<file path="config.mk">
export PLATFORM = sky130hd
export DESIGN_NAME = fc_sequencer_flat
export DESIGN_NICKNAME = d
export VERILOG_FILES = /design/src/rtl/fc_sequencer_if.sv /design/src/rtl/fc_sequencer.sv /design/src/flat_wrapper.sv
export SDC_FILE = /design/constraint.sdc
export NUM_CORES = 1
export LEC_CHECK = 0
export ABC_AREA = 0
export CORE_AREA = 8 8 213 215
export CTS_CLUSTER_DIAMETER = 150
export DETAILED_ROUTE_END_ITERATION = 8
export DIE_AREA = 0 0 221 223
export HOLD_SLACK_MARGIN = 0.12
export PLACE_DENSITY = 0.7
export SYNTH_ARGS = -nofsm -noshare
export SYNTH_HDL_FRONTEND = slang
export SYNTH_SLANG_ARGS = --single-unit
</file>
<file path="constraint.sdc">
create_clock -name clk -period 24.5 [get_ports clk]
set_input_delay 4.9 -clock clk [delete_from_list [all_inputs] [get_ports clk]]
set_output_delay 4.9 -clock clk [all_outputs]
set_load 0.01 [all_outputs]
</file>
<file path="src/rtl/fc_sequencer_if.sv">
// fc_sequencer_if: buffer, FC-layer and classifier-result signals of the sequencer.
interface fc_sequencer_if #(parameter int ADDR_W = 7);
  logic              start;
  logic              busy;
  logic              buf_rd;
  logic [ADDR_W-1:0] buf_addr;
  logic [15:0]       feat_data;
  logic [159:0]      weight_data;
  logic [15:0]       fc_din;
  logic [159:0]      fc_weight;
  logic              fc_ena;
  logic              fc_finish;
  logic [179:0]      fc_dout;
  logic              class_valid;
  logic [3:0]        class_id;
  logic [17:0]       class_score;
  logic              error;
  modport master (
    input  start, feat_data, weight_data, fc_finish, fc_dout,
    output busy, buf_rd, buf_addr, fc_din, fc_weight, fc_ena,
           class_valid, class_id, class_score, error
  );
  modport slave (
    output start, feat_data, weight_data, fc_finish, fc_dout,
    input  busy, buf_rd, buf_addr, fc_din, fc_weight, fc_ena,
           class_valid, class_id, class_score, error
  );
endinterface

</file>
<file path="src/rtl/fc_sequencer.sv">
// fc_sequencer: streams features/weights into the 10-output FC layer, then picks the signed argmax class.
module fc_sequencer #(
  parameter int N_IN    = 84,
  parameter int ADDR_W  = 7,
  parameter int TIMEOUT = 64
) (
  input  logic          clk,
  input  logic          reset,
  fc_sequencer_if.master bus
);
  localparam int T_W = $clog2(TIMEOUT + 1);
  typedef enum logic [2:0] {IDLE, FETCH, DRAIN, WAIT_FIN, ARGMAX, DONE} state_t;
  state_t             state, state_nxt;
  logic [ADDR_W-1:0]  addr;
  logic [T_W-1:0]     tcnt;
  logic [3:0]         idx, best_idx, cand_idx, id_q;
  logic signed [17:0] res [10];
  logic signed [17:0] best, cand, score_q;
  logic               rd, ena_q, err_q, last_addr, timed_out, fin_ok, take;
  assign last_addr = addr == ADDR_W'(N_IN - 1);
  assign timed_out = tcnt == T_W'(TIMEOUT - 1);
  assign fin_ok    = bus.fc_finish && (state == DRAIN || state == WAIT_FIN);
  assign take      = res[idx] > best;
  assign cand      = take ? res[idx] : best;
  assign cand_idx  = take ? idx : best_idx;
  always_ff @(posedge clk or posedge reset)
    if (reset) state <= IDLE;
    else       state <= state_nxt;
  always_comb begin
    state_nxt       = state;
    rd              = 1'b0;
    bus.busy        = state != IDLE;
    bus.class_valid = state == DONE;
    case (state)
      IDLE:     state_nxt = bus.start ? FETCH : IDLE;
      FETCH: begin
        rd        = 1'b1;
        state_nxt = last_addr ? DRAIN : FETCH;
      end
      DRAIN:    state_nxt = fin_ok ? ARGMAX : WAIT_FIN;
      WAIT_FIN: state_nxt = fin_ok ? ARGMAX : timed_out ? IDLE : WAIT_FIN;
      ARGMAX:   state_nxt = idx == 4'd9 ? DONE : ARGMAX;
      DONE:     state_nxt = IDLE;
      default:  state_nxt = IDLE;
    endcase
  end
  always_ff @(posedge clk or posedge reset)
    if (reset) begin
      addr     <= '0;
      tcnt     <= '0;
      idx      <= '0;
      best     <= '0;
      best_idx <= '0;
      ena_q    <= 1'b0;
      err_q    <= 1'b0;
      id_q     <= '0;
      score_q  <= '0;
      for (int k = 0; k < 10; k++) res[k] <= '0;
    end else begin
      ena_q <= rd;
      tcnt  <= state == WAIT_FIN ? tcnt + 1'b1 : '0;
      if (state == IDLE && bus.start) begin
        addr  <= '0;
        err_q <= 1'b0;
      end
      if (state == FETCH) addr <= addr + 1'b1;
      if (state == WAIT_FIN && timed_out && !fin_ok) err_q <= 1'b1;
      if (fin_ok) begin
        for (int k = 0; k < 10; k++) res[k] <= bus.fc_dout[179 - 18*k -: 18];
        best     <= bus.fc_dout[179:162];
        best_idx <= '0;
        idx      <= 4'd1;
      end
      // The final comparison also loads the held outputs so they are valid in DONE.
      if (state == ARGMAX) begin
        best     <= cand;
        best_idx <= cand_idx;
        idx      <= idx + 1'b1;
        if (idx == 4'd9) begin
          id_q    <= cand_idx;
          score_q <= cand;
        end
      end
    end
  assign bus.buf_rd      = rd;
  assign bus.buf_addr    = rd ? addr : '0;
  assign bus.fc_ena      = ena_q;
  assign bus.fc_din      = bus.feat_data;
  assign bus.fc_weight   = bus.weight_data;
  assign bus.error       = err_q;
  assign bus.class_id    = id_q;
  assign bus.class_score = score_q;
endmodule

</file>
<file path="src/flat_wrapper.sv">
// flat-port wrapper written by rule: the top's interface ports become plain ports
module fc_sequencer_flat 
#(
  parameter int N_IN    = 84,
  parameter int ADDR_W  = 7,
  parameter int TIMEOUT = 64
)
  (clk, reset, bus_start, bus_feat_data, bus_weight_data, bus_fc_finish, bus_fc_dout, bus_busy, bus_buf_rd, bus_buf_addr, bus_fc_din, bus_fc_weight, bus_fc_ena, bus_class_valid, bus_class_id, bus_class_score, bus_error);
  fc_sequencer_if #(.ADDR_W(ADDR_W)) bus_i ();
  input  logic clk;
  input  logic reset;
  input wire logic [$bits(bus_i.start)-1:0] bus_start;
  input wire logic [$bits(bus_i.feat_data)-1:0] bus_feat_data;
  input wire logic [$bits(bus_i.weight_data)-1:0] bus_weight_data;
  input wire logic [$bits(bus_i.fc_finish)-1:0] bus_fc_finish;
  input wire logic [$bits(bus_i.fc_dout)-1:0] bus_fc_dout;
  output wire logic [$bits(bus_i.busy)-1:0] bus_busy;
  output wire logic [$bits(bus_i.buf_rd)-1:0] bus_buf_rd;
  output wire logic [$bits(bus_i.buf_addr)-1:0] bus_buf_addr;
  output wire logic [$bits(bus_i.fc_din)-1:0] bus_fc_din;
  output wire logic [$bits(bus_i.fc_weight)-1:0] bus_fc_weight;
  output wire logic [$bits(bus_i.fc_ena)-1:0] bus_fc_ena;
  output wire logic [$bits(bus_i.class_valid)-1:0] bus_class_valid;
  output wire logic [$bits(bus_i.class_id)-1:0] bus_class_id;
  output wire logic [$bits(bus_i.class_score)-1:0] bus_class_score;
  output wire logic [$bits(bus_i.error)-1:0] bus_error;
  assign bus_i.start = bus_start;
  assign bus_i.feat_data = bus_feat_data;
  assign bus_i.weight_data = bus_weight_data;
  assign bus_i.fc_finish = bus_fc_finish;
  assign bus_i.fc_dout = bus_fc_dout;
  assign bus_busy = bus_i.busy;
  assign bus_buf_rd = bus_i.buf_rd;
  assign bus_buf_addr = bus_i.buf_addr;
  assign bus_fc_din = bus_i.fc_din;
  assign bus_fc_weight = bus_i.fc_weight;
  assign bus_fc_ena = bus_i.fc_ena;
  assign bus_class_valid = bus_i.class_valid;
  assign bus_class_id = bus_i.class_id;
  assign bus_class_score = bus_i.class_score;
  assign bus_error = bus_i.error;
  fc_sequencer #(.N_IN(N_IN), .ADDR_W(ADDR_W), .TIMEOUT(TIMEOUT)) u_core (.clk(clk), .reset(reset), .bus(bus_i));
endmodule
</file>
---- Word level (Yosys, flattened, before mapping) ----
Cells that the tools add are included.
word-level totals
  output and inout bits ................... 210
  register bits ........................... 247
  input bits .............................. 360
  word-level logic and storage cells ...... 71
cells by class
  add/sub/neg operators ................... 3
  mux-type cells .......................... 25
  magnitude comparators ................... 2
  reductions and logical operators ........ 12
  equal/unequal tests ..................... 8
  bitwise logic cells ..................... 1
operator list
  cell                                                             count
  18-bit two-way mux                                               5
  18-bit binary-select mux with 4-bit select                       1
  7-bit two-way mux                                                4
  4-bit two-way mux                                                5
  18-bit greater-than comparator                                   1
  3-bit case mux with 5 select lines                               1
  7-bit by 1-bit adder with 7-bit output, second input constant    2
  7-bit by 6-bit == test with 1-bit output, second input constant  1
  7-bit == test, second input constant                             1
  3-bit by 2-bit == test with 1-bit output, second input constant  2
  3-bit == test, second input constant                             2
  3-bit two-way mux                                                2
  2-bit nonzero test                                               3
  5-bit >= comparator, second input constant                       1
  1-bit two-way mux                                                5
  4-bit inverter with 5-bit output                                 1
  4-bit by 1-bit adder with 4-bit output, second input constant    1
  4-bit == test, second input constant                             1
  1-bit logical AND                                                4
  2-bit two-way mux                                                2
  3-bit by 1-bit == test with 1-bit output, second input constant  1
  3-bit logical NOT                                                1
  3-bit nonzero test                                               1
  2-bit AND reduction                                              1
  2 further kinds                                                  2

---- Logic depth before layout (Yosys ltp) ----
  word-level depth ........................ 7
  mapped depth ............................ 16
  depth with buffers taken out ............ 11

---- Worst setup path before layout ----
OpenSTA, ideal clock, no wires.
  path type ............................... input to output
  from .................................... in bus_feat_data[0]
  to ...................................... out bus_fc_din[0]
  cell stages on the path ................. 1
  path slack .............................. 14,581 ps
  required time ........................... 19,600 ps
  buffers on the path ..................... 1
  arrival ................................. 5,019 ps
  path through ............................ buf_4
RTL lines
  what             line                text
  start, declared  flat_wrapper.sv:13  input wire logic [$bits(bus_i.feat_data)-1:0] bus_feat_data;
  end, declared    flat_wrapper.sv:20  output wire logic [$bits(bus_i.fc_din)-1:0] bus_fc_din;
No word-level cell between the ends.

---- Final worst setup path ----
  from .................................... in bus_weight_data[111]
  to ...................................... out bus_fc_weight[111]
RTL lines
  what             line                text
  start, declared  flat_wrapper.sv:14  input wire logic [$bits(bus_i.weight_data)-1:0] bus_weight_data;
  end, declared    flat_wrapper.sv:21  output wire logic [$bits(bus_i.fc_weight)-1:0] bus_fc_weight;
No word-level cell between the ends.

==> results.md <==
- The pin count of the biggest net entering global routing is 100.
- The worst setup slack after placement is 14700 ps.
- The fraction of power consumed by sequential logic is 0.380.
- The worst setup path is captured at an output port.
- The detailed router placed 10400 vias in this run.
- The total count of hold-check failures in the final report is 0.
- The via density per instance is 5.03.
- Setup repair after global routing left no endpoint under its margin.
- The number of remaining DRC errors is 0.
- The die is 221 µm wide.
- The clock tree from TritonCTS is yes.
- In the layout the commonest cells are sky130_fd_sc_hd__nand2_1, sky130_fd_sc_hd__dfrtp_1, sky130_fd_sc_hd__clkdlybuf4s50_1.
- The first-pass iteration count of the detailed router is 5.
- The count of endpoints failing setup in the final report is 0.
- For this run, the top clock speed supported by timing is 102 MHz.
- The largest fanout of any net on the critical path is 1.
- The count of max-cap constraint violations is 0.
- The async set-or-reset flop fraction in the synthesized netlist is 1.00.
- The path class of the tightest hold or removal check is reg2reg.
- The vertical extent of the die is 223 µm.
- The post-cts sizing count is 0.
- The synthesized netlist occupies a cell area of 13600 µm².
- The standard-cell row count is 76.
- The count of final max-slew check failures is 0.
- During synthesis, Yosys emitted a total of 0 warnings.
- After detailed routing, the average wire length per cell comes to 19.9 µm.
- The number of clock sinks is 247.
- Across every metal layer, demand over resource in global routing totals 0.160.
- The transition time at the pin with the least slew margin is 1090 ps.
- The count of antenna diodes in the layout is 0.
- Counting the fill cells in the layout gives 4242.
- The startpoint-to-endpoint class of the critical path is in2out.
- The clock reaches the later pin of the worst-skew pair after 550 ps.
- The number of global-route vias before repair is 10800.
- The number of flops mapped to enable cells by yosys is 0.
- After synthesis, the cell types taking the most area are sky130_fd_sc_hd__dfrtp_1, sky130_fd_sc_hd__nand2_1, sky130_fd_sc_hd__buf_4, sky130_fd_sc_hd__mux4_2, sky130_fd_sc_hd__ha_1.
- The share of the Yosys chip area taken by registers is 0.454.
- The final sum of negative setup slack is 0 ps.
- The number of nets in the synthesized netlist is 1886.
- The fraction of post-synthesis cell area in the top cell type by area is 0.454.
- The cts-stage hold buffer count is 0.
- The smallest setup slack after layout is 14700 ps.
- The quantity of I/O buffers inserted on ports is 217.
- Synthesis instantiated 58 different standard cells from the library.
- Routability-driven placement finished with a final weighted congestion of 0.836.
- The core area is 42300 µm².
- In this run the power spent charging and discharging nets is 0.438 mW.
- The power density of the placed cells is 84.4 nW/µm².
- The share of total power in combinational logic is 0.292.
- The number of top-level design ports is 570.
- For this run, the leading register cell type out of synthesis is sky130_fd_sc_hd__dfrtp_1.
- The cell count after synthesis is 1504.
- The part of the cycle the worst path needs is 0.400.
- The leakage power figure is 7.54 nW.
- The total length of routed wires is 41100 µm.
- The commonest non-fill, non-tap cell in the layout is sky130_fd_sc_hd__nand2_1.
- The worst max-slew margin expressed relative to the limit is 0.276.
- The total congestion overflow is 0.
- The first global-routing pass estimated 63200 µm of wire.
- The die outline area is 49300 µm².
- The number of violations reported at the end of detailed-routing iteration 0 is 896.
- Counting along the longest clock path gives a buffer depth of 3.
- The worst-case IR drop observed on VDD is 0.0466 mV.
- The post-synthesis sequential element count is 247.
- The cell type with the largest total area after synthesis is sky130_fd_sc_hd__dfrtp_1.
- The worst setup path is launched from an input pin.
- In the final layout, the share of cells above drive strength 1 is 0.0969.
- STA puts the critical path data required time at 19600 ps.
- The initial core utilization is 0.322.
- The total number of nets in the final design is 1878.
- The flow ran to the end, and the final reports show no timing, DRC or antenna violations.
- The count of nets left with antenna violations after detail routing is 0.
- TritonCTS created 29 clock buffers.
- The sum of net half-perimeters after detailed placement is 29400 µm.
- The internal power of the cells totals 0.893 mW.
- Post-CTS timing repair inserted 0 buffers for setup.
- The number of antenna violations at the first check in global routing is 2.
- Compared with the post-synthesis result, the final layout area differs by 15.7%.
- The post-route core utilization is 0.373.
- For the finished layout, the period the worst path requires is 9800 ps.
- Of the total power, the share spent switching nets is 0.329.
- Clock-pin slew was measured on the worst setup and hold paths at 50 ps.
- The average cell area after synthesis is 9.06 µm².
- In this run the clock root is driven by a sky130_fd_sc_hd__clkbuf_16.
- The clock tree skew after final layout is 14.5 ps.
- The number of H-tree levels is 1.
- Of the total power, the clock network draws 0.328.
- Data on the critical path arrives at its endpoint at 4900 ps.
## flip-flops by register name, summed over array words and instances, names as in the netlist, 3 cells and up
name                    count
u_core.res                180
u_core.addr                 7
u_core.best                18
u_core.state                3
u_core.idx                  4
u_core.best_idx             4
u_core.bus.class_score     18
u_core.bus.class_id         4
u_core.tcnt                 7
## area by class of cell
| class | instances | area [µm²] | share of cell area |
|---|---|---|---|
| flip-flops and latches | 247 | 6190 | 0.392 |
| multi-input cells | 946 | 5500 | 0.349 |
| repair buffers | 230 | 2270 | 0.144 |
| clock buffers | 40 | 807 | 0.0512 |
| well taps | 546 | 683 | 0.0433 |
| inverters | 42 | 165 | 0.0105 |
| clock inverters | 12 | 155 | 0.00984 |
## worst register-to-register path: cells and delay by family (launching register included)
kind            cells  cell delay (ps)
buf+inv             2              820
flops               1              560
compound gates      4              770
fa+ha+maj           1              310
simple gates        4             1720
mux                 1              710
## power by group through the flow
stage | Combinational [mW] | Clock (mW) | Sequential [mW]
3_5_place_dp | 0.389 | 0 | 0.512
5_1_grt | 0.425 | 0.465 | 0.513
2_1_floorplan | 0.293 | 0 | 0.496
6_report | 0.389 | 0.437 | 0.506
4_1_cts | 0.392 | 0.448 | 0.505
3_3_place_gp | 0.381 | 0 | 0.509
## cells by family after synthesis
| group | Yosys count | synth area share |
|---|---|---|
| AOI/OAI and AO/OA | 163 | 0.0907 |
| adders and majority gates | 22 | 0.0202 |
| buffers and inverters | 311 | 0.143 |
| muxes | 56 | 0.0759 |
| xor gates and xnor gates | 5 | 0.00321 |
| and+or+nand+nor | 700 | 0.213 |
| DFF | 247 | 0.454 |
## Yosys cell counts (4+ instances only)
cell	instances
sky130_fd_sc_hd__nand2_1	556
sky130_fd_sc_hd__dfrtp_1	247
sky130_fd_sc_hd__buf_4	184
sky130_fd_sc_hd__clkbuf_1	46
sky130_fd_sc_hd__nand3_1	42
sky130_fd_sc_hd__inv_1	40
sky130_fd_sc_hd__mux4_2	36
sky130_fd_sc_hd__buf_2	33
sky130_fd_sc_hd__and3_1	29
sky130_fd_sc_hd__nor2_1	28
sky130_fd_sc_hd__nand4_1	26
sky130_fd_sc_hd__ha_1	22
sky130_fd_sc_hd__o21ai_0	22
sky130_fd_sc_hd__a21oi_2	19
sky130_fd_sc_hd__o21a_1	19
sky130_fd_sc_hd__a211o_1	18
sky130_fd_sc_hd__a22oi_1	18
sky130_fd_sc_hd__mux2_2	18
sky130_fd_sc_hd__o211ai_1	15
sky130_fd_sc_hd__o311ai_1	12
sky130_fd_sc_hd__a211oi_1	11
sky130_fd_sc_hd__a21oi_1	7
sky130_fd_sc_hd__a311oi_1	5
sky130_fd_sc_hd__xor2_1	4
## worst paths after layout
check	endpoint	depth (start not counted)	from	slack, ps
min in group asynchronous	u_core.bus.class_score[10]	2	reset	4840
worst max-delay path	bus_fc_weight[111]	0	bus_weight_data[111]	14700
worst min register to register	u_core.res[115]	2	u_core.res[115]	470
max in group asynchronous	u_core.res[37]	4	reset	17220
worst max register to register	u_core.bus.class_id[1]	12	u_core.idx[0]	19510
worst min-delay path	u_core.res[115]	2	u_core.res[115]	470
## layer usage
| metal | share of wire | routed length, µm | global-route usage | vias to the layer above |
|---|---|---|---|---|
| li1 | - | - | - | 4801 |
| met5 | 0.00056 | 23 | 0 | - |
| met3 | 0.076 | 3140 | 0.0499 | 70 |
| met4 | 0.022 | 924 | 0.0448 | 4 |
| met1 | 0.46 | 18800 | 0.217 | 5070 |
| met2 | 0.44 | 18200 | 0.244 | 441 |
## through the flow
step | hold WS, ps | instances | cell area [µm²] | power [mW]
after floorplan | 440 | 1504 | 13600 | 0.790
after global placement | 454 | 2011 | 14800 | 0.890
after detailed placement | 458 | 2011 | 14800 | 0.901
after CTS | 473 | 2063 | 15800 | 1.34
after global routing | 494 | 2063 | 15800 | 1.40
final | 470 | 2063 | 15800 | 1.33
(Power assumes the default switching activity.)
